[src/rtl/router_rr_if.sv]
// Flit bundle of router_rr: per-input and per-output flit channels plus
// the combinational routing-table lookup.
interface router_rr_if #(
    parameter int NPORTS     = 5,
    parameter int ADDR_SZ    = 4,
    parameter int PAYLOAD_SZ = 8,
    parameter int BITS_DIR   = 3
);
    localparam int FW = PAYLOAD_SZ + ADDR_SZ;

    logic [NPORTS-1:0]    in_valid;
    logic [NPORTS*FW-1:0] in_data;
    logic [NPORTS-1:0]    in_busy;
    logic [NPORTS-1:0]    out_valid;
    logic [NPORTS*FW-1:0] out_data;
    logic [NPORTS-1:0]    out_busy;
    logic [ADDR_SZ-1:0]   table_addr;
    logic [BITS_DIR-1:0]  table_data;

    modport master (
        output in_valid, in_data, out_busy, table_data,
        input  in_busy, out_valid, out_data, table_addr
    );

    modport slave (
        input  in_valid, in_data, out_busy, table_data,
        output in_busy, out_valid, out_data, table_addr
    );
endinterface

[src/rtl/router_rr.sv]
// Round-robin mesh router core: one FIFO per input, one head routed per cycle
// into a per-output register, with a windowed accept/drop monitor.
module router_rr #(
    parameter int ROUTERID    = -1,
    parameter int NPORTS      = 5,
    parameter int ADDR_SZ     = 4,
    parameter int PAYLOAD_SZ  = 8,
    parameter int FIFO_DEPTH  = 4,
    parameter int BITS_DIR    = 3,
    parameter int SAMPLE_LOG2 = 10,
    parameter int CNT_W       = 20
) (
    input  logic             clk,
    input  logic             reset,
    router_rr_if.slave       bus,
    output logic [CNT_W-1:0] flit_counter,
    output logic [CNT_W-1:0] drop_counter
);
    localparam int FW = PAYLOAD_SZ + ADDR_SZ;
    localparam int PW = $clog2(NPORTS);
    localparam int AW = $clog2(FIFO_DEPTH);
    localparam int CW = AW + 1;

    logic [FW-1:0]          mem    [NPORTS][FIFO_DEPTH];
    logic [AW-1:0]          wr_ptr [NPORTS];
    logic [AW-1:0]          rd_ptr [NPORTS];
    logic [CW-1:0]          count  [NPORTS];
    logic [NPORTS-1:0]      full, nonempty, free, wr_en, pop;
    logic [PW-1:0]          rr_ptr, sel;
    logic                   any, drop, grant, free_dst;
    logic [FW-1:0]          head;
    logic [SAMPLE_LOG2-1:0] win;
    logic [CNT_W-1:0]       run_acc, run_dr, acc;

    function automatic logic [CNT_W-1:0] sat_add(input logic [CNT_W-1:0] a,
                                                 input logic [CNT_W-1:0] b);
        logic [CNT_W:0] s;
        s = {1'b0, a} + {1'b0, b};
        return s[CNT_W] ? '1 : s[CNT_W-1:0];
    endfunction

    // Input stage: busy comes only from registered occupancy, so a pop never frees a slot early
    always_comb begin
        for (int i = 0; i < NPORTS; i++) begin
            full[i]     = (count[i] == CW'(FIFO_DEPTH));
            nonempty[i] = (count[i] != '0);
            free[i]     = ~bus.out_valid[i] | ~bus.out_busy[i];
        end
        wr_en = bus.in_valid & ~full;
    end

    assign bus.in_busy = full;

    always_ff @(posedge clk) begin
        for (int i = 0; i < NPORTS; i++)
            if (wr_en[i]) mem[i][wr_ptr[i]] <= bus.in_data[i*FW +: FW];
    end

    // Arbiter stage: pick the first non-empty head from rr_ptr and route it
    always_comb begin
        int idx;
        any = 1'b0;
        sel = '0;
        idx = 0;
        for (int k = 0; k < NPORTS; k++) begin
            idx = (int'(rr_ptr) + k) % NPORTS;
            if (!any && nonempty[idx]) begin
                any = 1'b1;
                sel = PW'(idx);
            end
        end
        head           = mem[sel][rd_ptr[sel]];
        bus.table_addr = any ? head[ADDR_SZ-1:0] : '0;
        drop           = any && (int'(bus.table_data) >= NPORTS);
        free_dst       = 1'b0;
        for (int j = 0; j < NPORTS; j++)
            if (int'(bus.table_data) == j) free_dst = free[j];
        grant = any && !drop && free_dst;
        pop   = '0;
        if (drop || grant) pop[sel] = 1'b1;
    end

    always_ff @(posedge clk) begin
        if (reset) begin
            for (int i = 0; i < NPORTS; i++) begin
                wr_ptr[i] <= '0;
                rd_ptr[i] <= '0;
                count[i]  <= '0;
            end
            rr_ptr <= '0;
        end else begin
            for (int i = 0; i < NPORTS; i++) begin
                if (wr_en[i]) wr_ptr[i] <= wr_ptr[i] + AW'(1);
                if (pop[i])   rd_ptr[i] <= rd_ptr[i] + AW'(1);
                count[i] <= count[i] + CW'(wr_en[i]) - CW'(pop[i]);
            end
            // Advance past sel even on a stall so a blocked head cannot starve others
            if (any) rr_ptr <= (sel == PW'(NPORTS-1)) ? '0 : sel + PW'(1);
        end
    end

    // Output stage: one register per output, held while downstream is busy
    always_ff @(posedge clk) begin
        if (reset) begin
            bus.out_valid <= '0;
            bus.out_data  <= '0;
        end else begin
            for (int j = 0; j < NPORTS; j++) begin
                if (grant && int'(bus.table_data) == j) begin
                    bus.out_valid[j]          <= 1'b1;
                    bus.out_data[j*FW +: FW] <= head;
                end else if (bus.out_valid[j] && !bus.out_busy[j]) begin
                    bus.out_valid[j] <= 1'b0;
                end
            end
        end
    end

    // Monitor stage: terminal-cycle events land in the published window
    assign acc = CNT_W'($countones(wr_en));

    always_ff @(posedge clk) begin
        if (reset) begin
            win          <= '0;
            run_acc      <= '0;
            run_dr       <= '0;
            flit_counter <= '0;
            drop_counter <= '0;
        end else begin
            win <= win + SAMPLE_LOG2'(1);
            if (&win) begin
                flit_counter <= sat_add(run_acc, acc);
                drop_counter <= sat_add(run_dr, CNT_W'(drop));
                run_acc      <= '0;
                run_dr       <= '0;
            end else begin
                run_acc <= sat_add(run_acc, acc);
                run_dr  <= sat_add(run_dr, CNT_W'(drop));
            end
        end
    end
endmodule

[src/flat_wrapper.sv]
// flat-port wrapper written by rule: the top's interface ports become plain ports
module router_rr_flat 
#(
    parameter int ROUTERID    = -1,
    parameter int NPORTS      = 5,
    parameter int ADDR_SZ     = 4,
    parameter int PAYLOAD_SZ  = 8,
    parameter int FIFO_DEPTH  = 4,
    parameter int BITS_DIR    = 3,
    parameter int SAMPLE_LOG2 = 10,
    parameter int CNT_W       = 20
)
  (clk, reset, flit_counter, drop_counter, bus_in_valid, bus_in_data, bus_out_busy, bus_table_data, bus_in_busy, bus_out_valid, bus_out_data, bus_table_addr);
  router_rr_if #(.NPORTS(NPORTS), .ADDR_SZ(ADDR_SZ), .PAYLOAD_SZ(PAYLOAD_SZ), .BITS_DIR(BITS_DIR)) bus_i ();
  input  logic clk;
  input  logic reset;
  output logic [CNT_W-1:0] flit_counter;
  output logic [CNT_W-1:0] drop_counter;
  input wire logic [$bits(bus_i.in_valid)-1:0] bus_in_valid;
  input wire logic [$bits(bus_i.in_data)-1:0] bus_in_data;
  input wire logic [$bits(bus_i.out_busy)-1:0] bus_out_busy;
  input wire logic [$bits(bus_i.table_data)-1:0] bus_table_data;
  output wire logic [$bits(bus_i.in_busy)-1:0] bus_in_busy;
  output wire logic [$bits(bus_i.out_valid)-1:0] bus_out_valid;
  output wire logic [$bits(bus_i.out_data)-1:0] bus_out_data;
  output wire logic [$bits(bus_i.table_addr)-1:0] bus_table_addr;
  assign bus_i.in_valid = bus_in_valid;
  assign bus_i.in_data = bus_in_data;
  assign bus_i.out_busy = bus_out_busy;
  assign bus_i.table_data = bus_table_data;
  assign bus_in_busy = bus_i.in_busy;
  assign bus_out_valid = bus_i.out_valid;
  assign bus_out_data = bus_i.out_data;
  assign bus_table_addr = bus_i.table_addr;
  router_rr #(.ROUTERID(ROUTERID), .NPORTS(NPORTS), .ADDR_SZ(ADDR_SZ), .PAYLOAD_SZ(PAYLOAD_SZ), .FIFO_DEPTH(FIFO_DEPTH), .BITS_DIR(BITS_DIR), .SAMPLE_LOG2(SAMPLE_LOG2), .CNT_W(CNT_W)) u_core (.clk(clk), .reset(reset), .bus(bus_i), .flit_counter(flit_counter), .drop_counter(drop_counter));
endmodule
[config.mk]
export PLATFORM = sky130hd
export DESIGN_NAME = router_rr_flat
export DESIGN_NICKNAME = d
export VERILOG_FILES = /design/src/rtl/router_rr_if.sv /design/src/rtl/router_rr.sv /design/src/flat_wrapper.sv
export SDC_FILE = /design/constraint.sdc
export NUM_CORES = 1
export LEC_CHECK = 0
export CAP_MARGIN = 20
export CORE_UTILIZATION = 35
export DETAILED_ROUTE_END_ITERATION = 8
export SYNTH_ARGS = -nofsm -noshare
export SYNTH_HDL_FRONTEND = slang
export SYNTH_SLANG_ARGS = --single-unit
[constraint.sdc]
create_clock -name clk -period 7.3 [get_ports clk]
set_clock_uncertainty 0.15 [all_clocks]
set_input_delay 1.46 -clock clk [delete_from_list [all_inputs] [get_ports clk]]
set_output_delay 1.46 -clock clk [all_outputs]
set_load 0.05 [all_outputs]
* Word level (Yosys, flattened, before mapping)
Memory sizes are Yosys's and may differ from the RTL's.
Cells that the tools add are included.
** Word-level totals
- Register bits after elaboration :: 158
- RAM bits :: 275
- Input port bits :: 75
- Output and inout bits :: 114
- Word-level logic and storage cells :: 284
- Memories kept :: 4
** Operators by class
- Add/subtract/negate cells :: 32
- Div/mod/pow operators :: 5
- Magnitude comparators :: 19
- Equality and inequality tests :: 10
- Multiplexer cells :: 113
- Bitwise logic cells :: 38
- Reduce and logical (&&, ||, !) cells :: 47
** Memories
- u_core.mem :: depth 5, bits a word 48, read ports 1, clocked after memory_dff 0, wr ports 5, RTL line router_rr.sv:24 : logic [FW-1:0] mem [NPORTS][FIFO_DEPTH];
- u_core.count :: depth 5, bits a word 3, read ports 5, clocked after memory_dff 0, wr ports 5, RTL line router_rr.sv:27 : logic [CW-1:0] count [NPORTS];
- u_core.rd_ptr :: depth 5, bits a word 2, read ports 6, clocked after memory_dff 0, wr ports 5, RTL line router_rr.sv:26 : logic [AW-1:0] rd_ptr [NPORTS];
- u_core.wr_ptr :: depth 5, bits a word 2, read ports 5, clocked after memory_dff 0, wr ports 5, RTL line router_rr.sv:25 : logic [AW-1:0] wr_ptr [NPORTS];
** Operators with widths (count)
- two-way mux 48 bit :: 5
- < comparator 32 x 5 -> 1 bit (second input constant) :: 5
- modulo 32 x 4 -> 32 bit (second input constant) :: 4
- demux 12 bit (select 2 bit) :: 5
- two-way mux 12 bit :: 7
- two-way mux 1 bit :: 64
- two-way mux 20 bit :: 2
- two-way mux 3 bit :: 11
- modulo 4 x 4 -> 32 bit (second input constant) :: 1
- == test 3 bit (second input constant) :: 9
- binary-select mux 12 bit (select 2 bit) :: 1
- logical AND 1 bit :: 23
- adder 20 x 1 -> 21 bit :: 1
- adder 20 x 20 -> 21 bit :: 1
- greater-or-equal comparator 3 bit (second input constant) :: 7
- adder 2 x 1 -> 2 bit (second input constant) :: 10
- adder 20 x 1 -> 20 bit :: 1
- adder 20 bit :: 1
- two-way mux 2 bit :: 10
- OR 1 bit :: 20
- NOT 2 -> 3 bit :: 6
- adder 3 x 1 -> 3 bit :: 5
- binary-select mux 1 bit (select 3 bit) :: 5
- < comparator 3 x 1 -> 1 bit (second input constant) :: 5
- other kinds (23) :: 55

* Depth between registers and ports, before layout
Gate-level depths: netlist of the first run.
An unclocked memory read counts as a cell.
- Word-level depth :: 28
- Gate-level depth with buffers :: 31
- Depth with buffers taken out :: 27

* Worst setup path before layout of the first run
OpenSTA, ideal clock, no wires.
- Path kind :: flip-flop to output port
- From :: register u_core.rr_ptr[0]
- To :: output port bus_table_addr[0]
- Data arrival time :: 5928 ps
- Data required time :: 5690 ps
- Path slack :: -238 ps
- Cell stages (with the launch flop) :: 25
- Cells stage by stage :: dfxtp_1 buf_2 inv_1 clkbuf_1 ha_1 inv_1 ha_1 inv_1 ha_1 inv_1 ha_1 nor2b_1 o21ai_0 a2111o_1 nand4_2 mux2i_1 a221o_1 o31a_1 nand2_2 clkbuf_1 mux2_2 a221o_1 a22oi_2 o21a_2 nor2b_1
** On the way
- Longest elaborated chain between the ends :: 23
- Elaborated cells between the ends (all ways) :: 49
** RTL lines
- start, declared :: RTL line router_rr.sv:29 : logic [PW-1:0] rr_ptr, sel;
- start signal, assigned :: RTL line router_rr.sv:98 : if (any) rr_ptr <= (sel == PW'(NPORTS-1)) ? '0 : sel + PW'(1);
- parallel branches: the longest is 22 deep, another holds modulo 32 x 4 -> 32 bit
- two-way mux 4 bit (*) :: RTL line router_rr.sv:73 : bus.table_addr = any ? head[ADDR_SZ-1:0] : '0;
- end, declared :: RTL line flat_wrapper.sv:26 : output wire logic [$bits(bus_i.table_addr)-1:0] bus_table_addr;
Mark *: on every way between the ends. The select of a mux whose other input is x is not followed.

* Worst setup path after layout of the first run
- From :: register u_core.rr_ptr[0]
- To :: output port bus_table_addr[3]
Same word-level chain as after synthesis.

==> metrics.md, run 1 <==
| Metric | Value |
|---|---|
| Via-to-Cell Ratio | `5.50` |
| Fmax | `140 MHz` |
| Final #Nets | `2,092` |
| Req. time, crit path | `5690 ps` |
| Synth cell types | `82` |
| Area Growth Syn to Fin | `26.1%` |
| Fin crit share | `98.0%` |
| DRT iter0 DRCs | `1,078` |
| Sink Count | `433` |
| Die ar. | `0.0574 mm^2` |
| Largest net degree at the start of global routing | `71` |
| Clock-pin slew on the worst setup and hold paths | `60 ps` |
| Gpl congestion | `0.900` |
| CTS tree | `done` |
| CP Cell Sequence | `inv_2 > ha_4 > inv_2 > ha_4 > inv_1 > ha_1 > or3_4 > a21oi_4 > a2111o_1 > nand4_4 > mux2i_4 > a221o_1 > o31a_1 > and3_4 > or3_4 > a221o_1 > a22oi_2 > o21a_4 > nor2b_4 > buf_8` |
| CTS max path bufs | `3` |
| Root Buffer | `clkbuf_16` |
| CP peak stage delay | `430 ps` |
| Gr usage total | `20.9%` |
| WP buf/inv | `4` |
| Area occupied by multi-input gates | `0.00829 mm^2` |
| Wirelength per Cell | `22.1 um` |
| Cells after Synth | `1,734` |
| Number of synthesized flops with an enable pin | `260` |
| Core Region | `0.0554 mm^2` |
| Syn nets | `1,872` |
| Initial DRT Pass Iterations | `5` |
| Worst-margin pin slew | `987 ps` |
| Origin of the worst setup path | `u_core.rr_ptr[0]$_SDFFE_PP0P_` |
| Remaining DRCs | `0` |
| Hold buffers post-CTS | `0` |
| Starting density of the core | `35.7%` |
| Outcome | `finished, final reports clean` |
| Register area | `0.0113 mm^2` |
| H-tree depth | `2` |
| I/O pin total | `189` |
| WP data arrival | `5540 ps` |
| HP Start | `u_core.win[0]$_SDFF_PP0_` |
| Minimum clock period | `7150 ps` |
| Global-route wire length before repair | `91.3 mm` |
| Commonest register cell after synthesis | `edfxtp_1` |
| ANT nets after route | `0` |
| Clk_lat worst skew | `590 ps` |
| CP startpoint kind | `register` |
| Synth warnings | `0` |
| Cell Area, Placed | `0.0226 mm^2` |
| Dpl hpwl | `41.7 mm` |
| Die W | `240 um` |
| Setup Viol. Count Final | `0` |
| Initial antenna violation count | `4` |
| #FFs+latches synth | `433` |
| TritonCTS buffer count | `47` |
| I/O Buffers | `188` |
| Setup ws final | `148 ps` |
| Async SR Flop Fraction | `0%` |
| Layout cells sized above 1 | `15.9%` |
| Final Hold Viols | `0` |
| Number of global-route vias before repair | `14,841` |
| Worst Setup Path Type | `register to output port` |
| FF-to-FF Start | `u_core.rr_ptr[0]$_SDFFE_PP0P_` |
| Crit end category | `output port` |
| Grt ovf | `0` |
| Max_cap viols | `0` |
| Fillers | `5,016` |
| Cell Area, Synth | `0.0198 mm^2` |
| DR vias | `15,072` |
| Critical path's top delay family | `compound AO/OA/AOI/OAI gates` |
| FP Rows | `86` |
| Final Slew Violations | `0` |
| Total Routed Length | `60.5 mm` |
| Die height | `240 um` |
| Mean Syn Cell Area | `11.4 um^2` |
| Worst slack, placed | `78.9 ps` |
| Slowest CP cell | `a221o_1` |
| Slew margin rel. | `34.0%` |
| Design Area, Final | `0.0249 mm^2` |
| Post-synthesis sequential area ratio | `57.0%` |
| Crit Path Max Fanout | `6` |
| Hold/Removal Path Class | `register to register` |
[through the flow]
stage / hold slack [ps] / cells / util, % / setup TNS [ps]
after floorplan: 268 / 1734 / - / 0
after global placement: 276 / 2617 / 40.7 / 0
after detailed placement: 287 / 2617 / 40.7 / 0
after CTS: 296 / 2719 / 44.3 / 0
after global routing: 312 / 2739 / 45.0 / -144
final: 292 / 2740 / 45.0 / 0
[registers in the layout (all words and copies together), names as in the netlist]
| name | count |
|---|---|
| u_core.bus.out_valid | 5 |
| u_core.count | 15 |
| u_core.rd_ptr | 10 |
| u_core.run_dr | 20 |
| u_core.flit_counter | 20 |
| u_core.mem | 240 |
| u_core.wr_ptr | 10 |
| u_core.win | 10 |
| u_core.drop_counter | 20 |
| u_core.run_acc | 20 |
| u_core.rr_ptr | 3 |
| u_core.bus.out_data | 60 |
[worst reg2reg max path: cells and delay by family (launching register included)]
kind	cells	cell delay (ps)
AOI/OAI and AO/OA	8	2340
muxes	2	880
and+or+nand+nor	3	840
buffers and inverters	5	690
adders and majority gates	3	650
DFF	1	330
[logic make-up (layout without fill, tap and decap cells)]
family / Yosys count / in the layout / synth area share, %
DFF: 433 / 433 / 57.0
and+or+nand+nor: 528 / 530 / 12.7
AOI/OAI and AO/OA: 402 / 402 / 15.0
other: 0 / 1 / 0
adders and majority gates: 63 / 63 / 4.29
xor gates and xnor gates: 54 / 54 / 2.39
buffers and inverters: 152 / 407 / 3.05
muxes: 102 / 102 / 5.48
[synthesized netlist by cell type, types with 13 or more instances]
| cell | count | area (um^2) |
|---|---|---|
| buf_2 | 16 | 80.1 |
| xor2_1 | 19 | 166 |
| xnor2_1 | 35 | 307 |
| inv_1 | 48 | 180 |
| nand2_1 | 107 | 402 |
| a311oi_1 | 13 | 114 |
| and3_1 | 20 | 125 |
| o21a_1 | 14 | 105 |
| a31oi_1 | 18 | 113 |
| a21oi_1 | 76 | 380 |
| nor2_1 | 193 | 724 |
| a22o_1 | 49 | 429 |
| nand3_1 | 43 | 215 |
| nand4_1 | 17 | 106 |
| nand2b_1 | 15 | 93.8 |
| o2111ai_1 | 15 | 131 |
| or2_2 | 13 | 81.3 |
| o21ai_0 | 56 | 280 |
| edfxtp_1 | 260 | 7810 |
| mux2i_1 | 52 | 521 |
| a221o_1 | 16 | 160 |
| mux2_2 | 50 | 563 |
| nor2b_1 | 27 | 169 |
| dfxtp_1 | 173 | 3460 |
| o211ai_1 | 22 | 165 |
| nor3_1 | 24 | 120 |
| clkbuf_1 | 75 | 282 |
| or3_1 | 13 | 81.3 |
| a211oi_1 | 31 | 233 |
| ha_1 | 55 | 688 |
| and2_1 | 29 | 181 |
[per-layer routing]
layer | vias to the layer above | track usage [%] | routed length (um)
met5 | - | 0 | 43
met2 | 647 | 32.7 | 27600
li1 | 6870 | - | -
met1 | 7417 | 28.4 | 26500
met4 | 6 | 7.28 | 1840
met3 | 132 | 4.62 | 4570
[area by class of cell]
| cell class | count | share of cell area (%) |
|---|---|---|
| clock buffers | 59 | 5.19 |
| flip-flops and latches | 433 | 45.2 |
| clock inverters | 27 | 1.22 |
| inverters | 50 | 0.788 |
| repair buffers | 271 | 10.6 |
| well taps | 748 | 3.75 |
| diodes | 1 | 0.0100 |
| multi-input cells | 1151 | 33.3 |
[cells in the final DEF (no fill, tap or decap), drive strengths merged, types with 24 or more instances in the layout]
cell             n
edfxtp         260
nor2           193
clkdlybuf4s50  183
dfxtp          173
nand2          108
buf             86
a21oi           77
clkbuf          59
o21ai           58
ha              55
mux2i           52
inv             51
mux2            50
a22o            49
nand3           43
xnor2           35
a211oi          31
and2            29
nor2b           27
nor3            24
[path summary, 6_finish.rpt]
kind,cells after the start,end,slack [ps]
setup / recovery,20,bus_table_addr[3],150
hold / removal,1,u_core.win[0]$_SDFF_PP0_,290
setup reg to reg,21,u_core.bus.out_data[42]$_SDFFE_PP0P_,1290
hold reg to reg,1,u_core.win[0]$_SDFF_PP0_,290
[what timing repair did]
item                       CTS  global route
resized for setup           51            46
setup buffers               10            17
setup endpoints to repair    4             4
gates cloned                 6             0
pin swaps                    9            17
Power of run 1 is not shown: default switching activity piles up to over one toggle a cycle in this logic, so the estimate is an artifact.
==> run 2, diff against run 1 <==
- CELL_PAD_IN_SITES_DETAIL_PLACEMENT: default -> 0
- CELL_PAD_IN_SITES_GLOBAL_PLACEMENT: default -> 1
- PLACE_DENSITY_LB_ADDON: default -> 0.1
- clock period: 7.3 -> 9.02 ns (I/O delays scaled with it)
==> metrics.md, run 2 (synthesized netlist as in run 1, its figures left out) <==
| Metric | Value |
|---|---|
| Minimum clock period | `8610 ps` |
| Setup Viol. Count Final | `0` |
| Register area | `0.0113 mm^2` |
| Hold buffers post-CTS | `0` |
| Req. time, crit path | `7070 ps` |
| Layout cells sized above 1 | `11.3%` |
| Hold/Removal Path Class | `register to register` |
| Starting density of the core | `35.7%` |
| Wirelength per Cell | `22.3 um` |
| Clk_lat worst skew | `590 ps` |
| FP Rows | `86` |
| Most frequent cells in the layout | `260 x edfxtp_1, 192 x nor2_1, 183 x clkdlybuf4s50_1` |
| Outcome | `finished, final reports clean` |
| Die height | `240 um` |
| Number of global-route vias before repair | `13,941` |
| Crit Path Max Fanout | `39` |
| CP startpoint kind | `register` |
| Final TNS setup | `0 ps` |
| Clock-pin slew on the worst setup and hold paths | `60 ps` |
| Total Routed Length | `60.1 mm` |
| Dpl hpwl | `41.2 mm` |
| FF-to-FF Start | `u_core.rr_ptr[1]$_SDFFE_PP0P_` |
| Gpl congestion | `0.854` |
| Root Buffer | `clkbuf_16` |
| Die ar. | `0.0574 mm^2` |
| TritonCTS buffer count | `50` |
| Post-Route M1 WL | `27.1 mm` |
| CTS tree | `done` |
| Grt ovf | `0` |
| HP Start | `u_core.win[0]$_SDFF_PP0_` |
| Gr usage total | `20.8%` |
| ANT nets after route | `0` |
| Largest net degree at the start of global routing | `56` |
| Top Metal Used | `met5` |
| Area Growth Syn to Fin | `22.4%` |
| Number of cells on the worst reg-to-reg path | `21` |
| Hold Path End | `u_core.win[0]$_SDFF_PP0_` |
| Fillers | `5,269` |
| Register-to-register setup slack | `2430 ps` |
| Worst-margin pin slew | `1010 ps` |
| DR vias | `14,447` |
| Final Hold Viols | `0` |
| Final Slew Violations | `0` |
| Reg-to-reg endpoint | `u_core.bus.out_data[41]$_SDFFE_PP0P_` |
| Most common cell after layout, fill and taps aside | `edfxtp_1` |
| Final #Nets | `2,046` |
| Core Region | `0.0554 mm^2` |
| Via-to-Cell Ratio | `5.36` |
| WP data arrival | `6650 ps` |
| Area occupied by multi-input gates | `0.00792 mm^2` |
| Sink Count | `433` |
| Remaining DRCs | `0` |
| Slew margin rel. | `32.9%` |
| Worst Setup Path Type | `register to output port` |
| Max_cap viols | `0` |
| Initial DRT Pass Iterations | `5` |
| Die W | `240 um` |
| DR WL met2 | `27.1 mm` |
| Global-route wire length before repair | `89.2 mm` |
| Fmax | `116 MHz` |
| Initial antenna violation count | `3` |
| Max FFs per register | `240` |
| Wire length on met3 | `4.46 mm` |
| CTS max path bufs | `3` |
| Hold path cells | `1` |
| DRT iter0 DRCs | `1,079` |
| H-tree depth | `2` |
| Fin crit share | `95.4%` |
| Crit end category | `output port` |
| RSZ-0062 raised after global routing | `false` |
| I/O pin total | `189` |
| I/O Buffers | `188` |
## run 2: cell count changes in the layout (fill, tap and decap cells not counted), sizes merged
cell,change
buf,-45
clkbuf,+17
clkinv,-10
bufbuf,-2
or3,-2
clkinvlp,-1
diode,+1
inv,-1
## run 2: per-layer routing
layer / vias to the layer above / global-route usage (%)
met5: - / 0
met4: 2 / 5.75
met3: 92 / 6.07
met2: 412 / 32.5
met1: 7144 / 28.0
li1: 6797 / -
## run 2: stage by stage
step | instances | utilization [%] | worst slack [ps] | instance area [um^2] | hold slack (ps)
detailed placement | 2598 | 40.5 | 760 | 22400 | 294
floorplan | 1734 | - | 1140 | 19800 | 268
CTS | 2689 | 43.5 | 75.1 | 24100 | 302
global placement | 2598 | 40.5 | 852 | 22400 | 280
finish | 2697 | 43.7 | 415 | 24200 | 301
global route | 2695 | 43.7 | 8.85 | 24200 | 322
## run 2: cell type report
type | count | share of cell area [%]
tap | 748 | 3.87
clock buffer | 76 | 5.93
antenna | 2 | 0.0207
sequential | 433 | 46.6
clock inverter | 15 | 1.01
timing repair buffer | 224 | 9.07
inverter | 50 | 0.791
multi-input combinational | 1149 | 32.7
## run 2: how the worst max path moves through the flow
| stage | from | to | cells after the start |
|---|---|---|---|
| 2_1_floorplan | u_core.rr_ptr[0]$_SDFFE_PP0P_ | bus_table_addr[0] | 24 |
| 5_1_grt | u_core.rr_ptr[0]$_SDFFE_PP0P_ | bus_table_addr[0] | 23 |
| 3_5_place_dp | u_core.rr_ptr[0]$_SDFFE_PP0P_ | bus_table_addr[3] | 22 |
| 6_report | u_core.rr_ptr[1]$_SDFFE_PP0P_ | bus_table_addr[1] | 23 |
| 4_1_cts | u_core.rr_ptr[0]$_SDFFE_PP0P_ | bus_table_addr[3] | 20 |
| 3_3_place_gp | u_core.rr_ptr[0]$_SDFFE_PP0P_ | bus_table_addr[2] | 22 |
## run 2: critical path, stage by stage, from the launching register on
cell	delay, ps
dfxtp_1	590
inv_1	220
ha_1	280
inv_1	70
ha_1	290
inv_1	120
ha_1	140
inv_1	40
ha_1	270
nor2b_1	140
o21ai_0	160
a2111o_1	450
nand4_2	130
mux2i_1	130
a221o_1	490
o31a_1	380
nand2_2	110
buf_4	450
mux2_2	430
a221o_1	320
a22oi_2	150
o21a_2	260
nor2b_1	260
buf_12	170
## run 2: what timing repair did
item	CTS	global route
hold endpoints to repair	0	0
endpoints found under the setup margin	0	4
setup buffers	0	4
gates resized for setup	0	8
Power of run 2 is left out for the same reason.
==> run 3, diff against run 2 <==
- CORE_ASPECT_RATIO: default -> 1.1
- PLACE_DENSITY: default -> 0.69
- PLACE_DENSITY_LB_ADDON: 0.1 -> default
==> metrics.md, run 3 (synthesized netlist as in run 1, its figures left out) <==
| Metric | Value |
|---|---|
| Worst Setup Path Type | `register to output port` |
| Root Buffer | `clkbuf_16` |
| Inst Count DP | `2,590` |
| Gpl congestion | `0.866` |
| Die height | `251 um` |
| Gr usage total | `19.8%` |
| Final Slew Violations | `0` |
| Number of cells on the worst reg-to-reg path | `20` |
| Fillers | `5,101` |
| Max_cap viols | `0` |
| Crit Path Max Fanout | `68` |
| Register-to-register setup slack | `2420 ps` |
| Hold/Removal Path Class | `register to register` |
| # diodes | `0` |
| Worst-margin pin slew | `996 ps` |
| Clk_lat worst skew | `580 ps` |
| Worst slack, placed | `901 ps` |
| Cell Area, Placed | `0.0225 mm^2` |
| Fin crit share | `95.5%` |
| Total Routed Length | `57.5 mm` |
| Clock-pin slew on the worst setup and hold paths | `70 ps` |
| Layout cells sized above 1 | `11.0%` |
| WP data arrival | `6660 ps` |
| Max FFs per register | `240` |
| CTS tree | `done` |
| Slew margin rel. | `33.5%` |
| Setup Buffers After CTS | `0` |
| Post-Layout Cell Count | `2,674` |
| Hold path cells | `1` |
| Die W | `229 um` |
| Most frequent cells in the layout | `260 x edfxtp_1, 192 x nor2_1, 183 x clkdlybuf4s50_1` |
| Die ar. | `0.0574 mm^2` |
| Grt ovf | `0` |
| Design Area, Final | `0.0239 mm^2` |
| Most common cell after layout, fill and taps aside | `edfxtp_1` |
| I/O Buffers | `188` |
| Setup ws final | `402 ps` |
| FP Rows | `90` |
| RSZ-0062 raised after global routing | `false` |
| Global-route wire length before repair | `87.5 mm` |
| Outcome | `finished, final reports clean` |
| Req. time, crit path | `7070 ps` |
| Final Hold Viols | `0` |
| Dpl hpwl | `40.9 mm` |
| Hold Path End | `u_core.win[0]$_SDFF_PP0_` |
| Hold buffers post-CTS | `0` |
| DRT iter0 DRCs | `1,074` |
| Wirelength per Cell | `21.5 um` |
| Starting density of the core | `35.7%` |
| HP Start | `u_core.win[0]$_SDFF_PP0_` |
| Initial DRT Pass Iterations | `5` |
| Largest net degree at the start of global routing | `69` |
| Final TNS setup | `0 ps` |
| ANT nets after route | `0` |
| CP startpoint kind | `register` |
| Via-to-Cell Ratio | `5.43` |
| Number of global-route vias before repair | `14,403` |
| Core Region | `0.0553 mm^2` |
| Fmax | `116 MHz` |
| Sink Count | `433` |
| Crit end category | `output port` |
| FF-to-FF Start | `u_core.rr_ptr[0]$_SDFFE_PP0P_` |
| H-tree depth | `2` |
| Setup Viol. Count Final | `0` |
| DR vias | `14,511` |
| Reg-to-reg endpoint | `u_core.bus.out_data[19]$_SDFFE_PP0P_` |
| I/O pin total | `189` |
| TritonCTS buffer count | `46` |
| Final #Nets | `2,040` |
| Initial antenna violation count | `4` |
| CTS resizes | `0` |
| CTS max path bufs | `3` |
| Remaining DRCs | `0` |
| Minimum clock period | `8620 ps` |
| Area Growth Syn to Fin | `21.1%` |
## run 3: cell count changes in the layout (fill, tap and decap cells not counted), sizes merged
cell	before	now
diode	2	0
bufinv	6	1
buf	41	39
clkinvlp	1	2
clkbuf	76	58
clkinv	8	23
## run 3: cell type report
| cell class | instances | area (um^2) | area share [%] |
|---|---|---|---|
| well taps | 736 | 921 | 3.85 |
| inverters | 50 | 191 | 0.800 |
| clock inverters | 26 | 185 | 0.773 |
| clock buffers | 58 | 1250 | 5.21 |
| multi-input cells | 1149 | 7930 | 33.1 |
| repair buffers | 222 | 2200 | 9.18 |
| flip-flops and latches | 433 | 11300 | 47.1 |
## run 3: worst max path at each step
stage                                             start                end  slack (ps)
final                     u_core.rr_ptr[0]$_SDFFE_PP0P_  bus_table_addr[0]         400
after global placement    u_core.rr_ptr[0]$_SDFFE_PP0P_  bus_table_addr[0]        1000
after detailed placement  u_core.rr_ptr[0]$_SDFFE_PP0P_  bus_table_addr[0]         900
after floorplan           u_core.rr_ptr[0]$_SDFFE_PP0P_  bus_table_addr[0]        1140
after global routing      u_core.rr_ptr[0]$_SDFFE_PP0P_  bus_table_addr[1]          30
after CTS                 u_core.rr_ptr[0]$_SDFFE_PP0P_  bus_table_addr[0]         280
## run 3: routing by layer
metal  GRT usage, %  routed length, um
met2           32.6              27000
met1           26.0              25600
met3           4.21               3530
met5              0                 53
met4           5.85               1340
## run 3: critical path, stage by stage, from the launching register on
cell        delay [ps]
dfxtp_1            370
clkinvlp_4         280
ha_1               340
inv_1               70
ha_1               300
inv_1              110
ha_1               140
inv_1               40
ha_1               260
nor2b_1            140
o21ai_0            160
a2111o_1           460
nand4_2            140
mux2i_1            290
a221o_1            300
o31a_1             160
buf_4              240
nand2_2            100
inv_2              260
buf_16             350
mux2i_1            400
o21ai_0            150
a31o_2             290
o21a_2             300
nor2b_1            190
buf_12             160
## run 3: stage by stage
stage / utilization (%) / hold slack [ps]
global route: 43.3 / 322
finish: 43.3 / 296
detailed placement: 40.7 / 290
global placement: 40.6 / 277
CTS: 43.2 / 299
floorplan: - / 268
Power of run 3 is left out for the same reason.
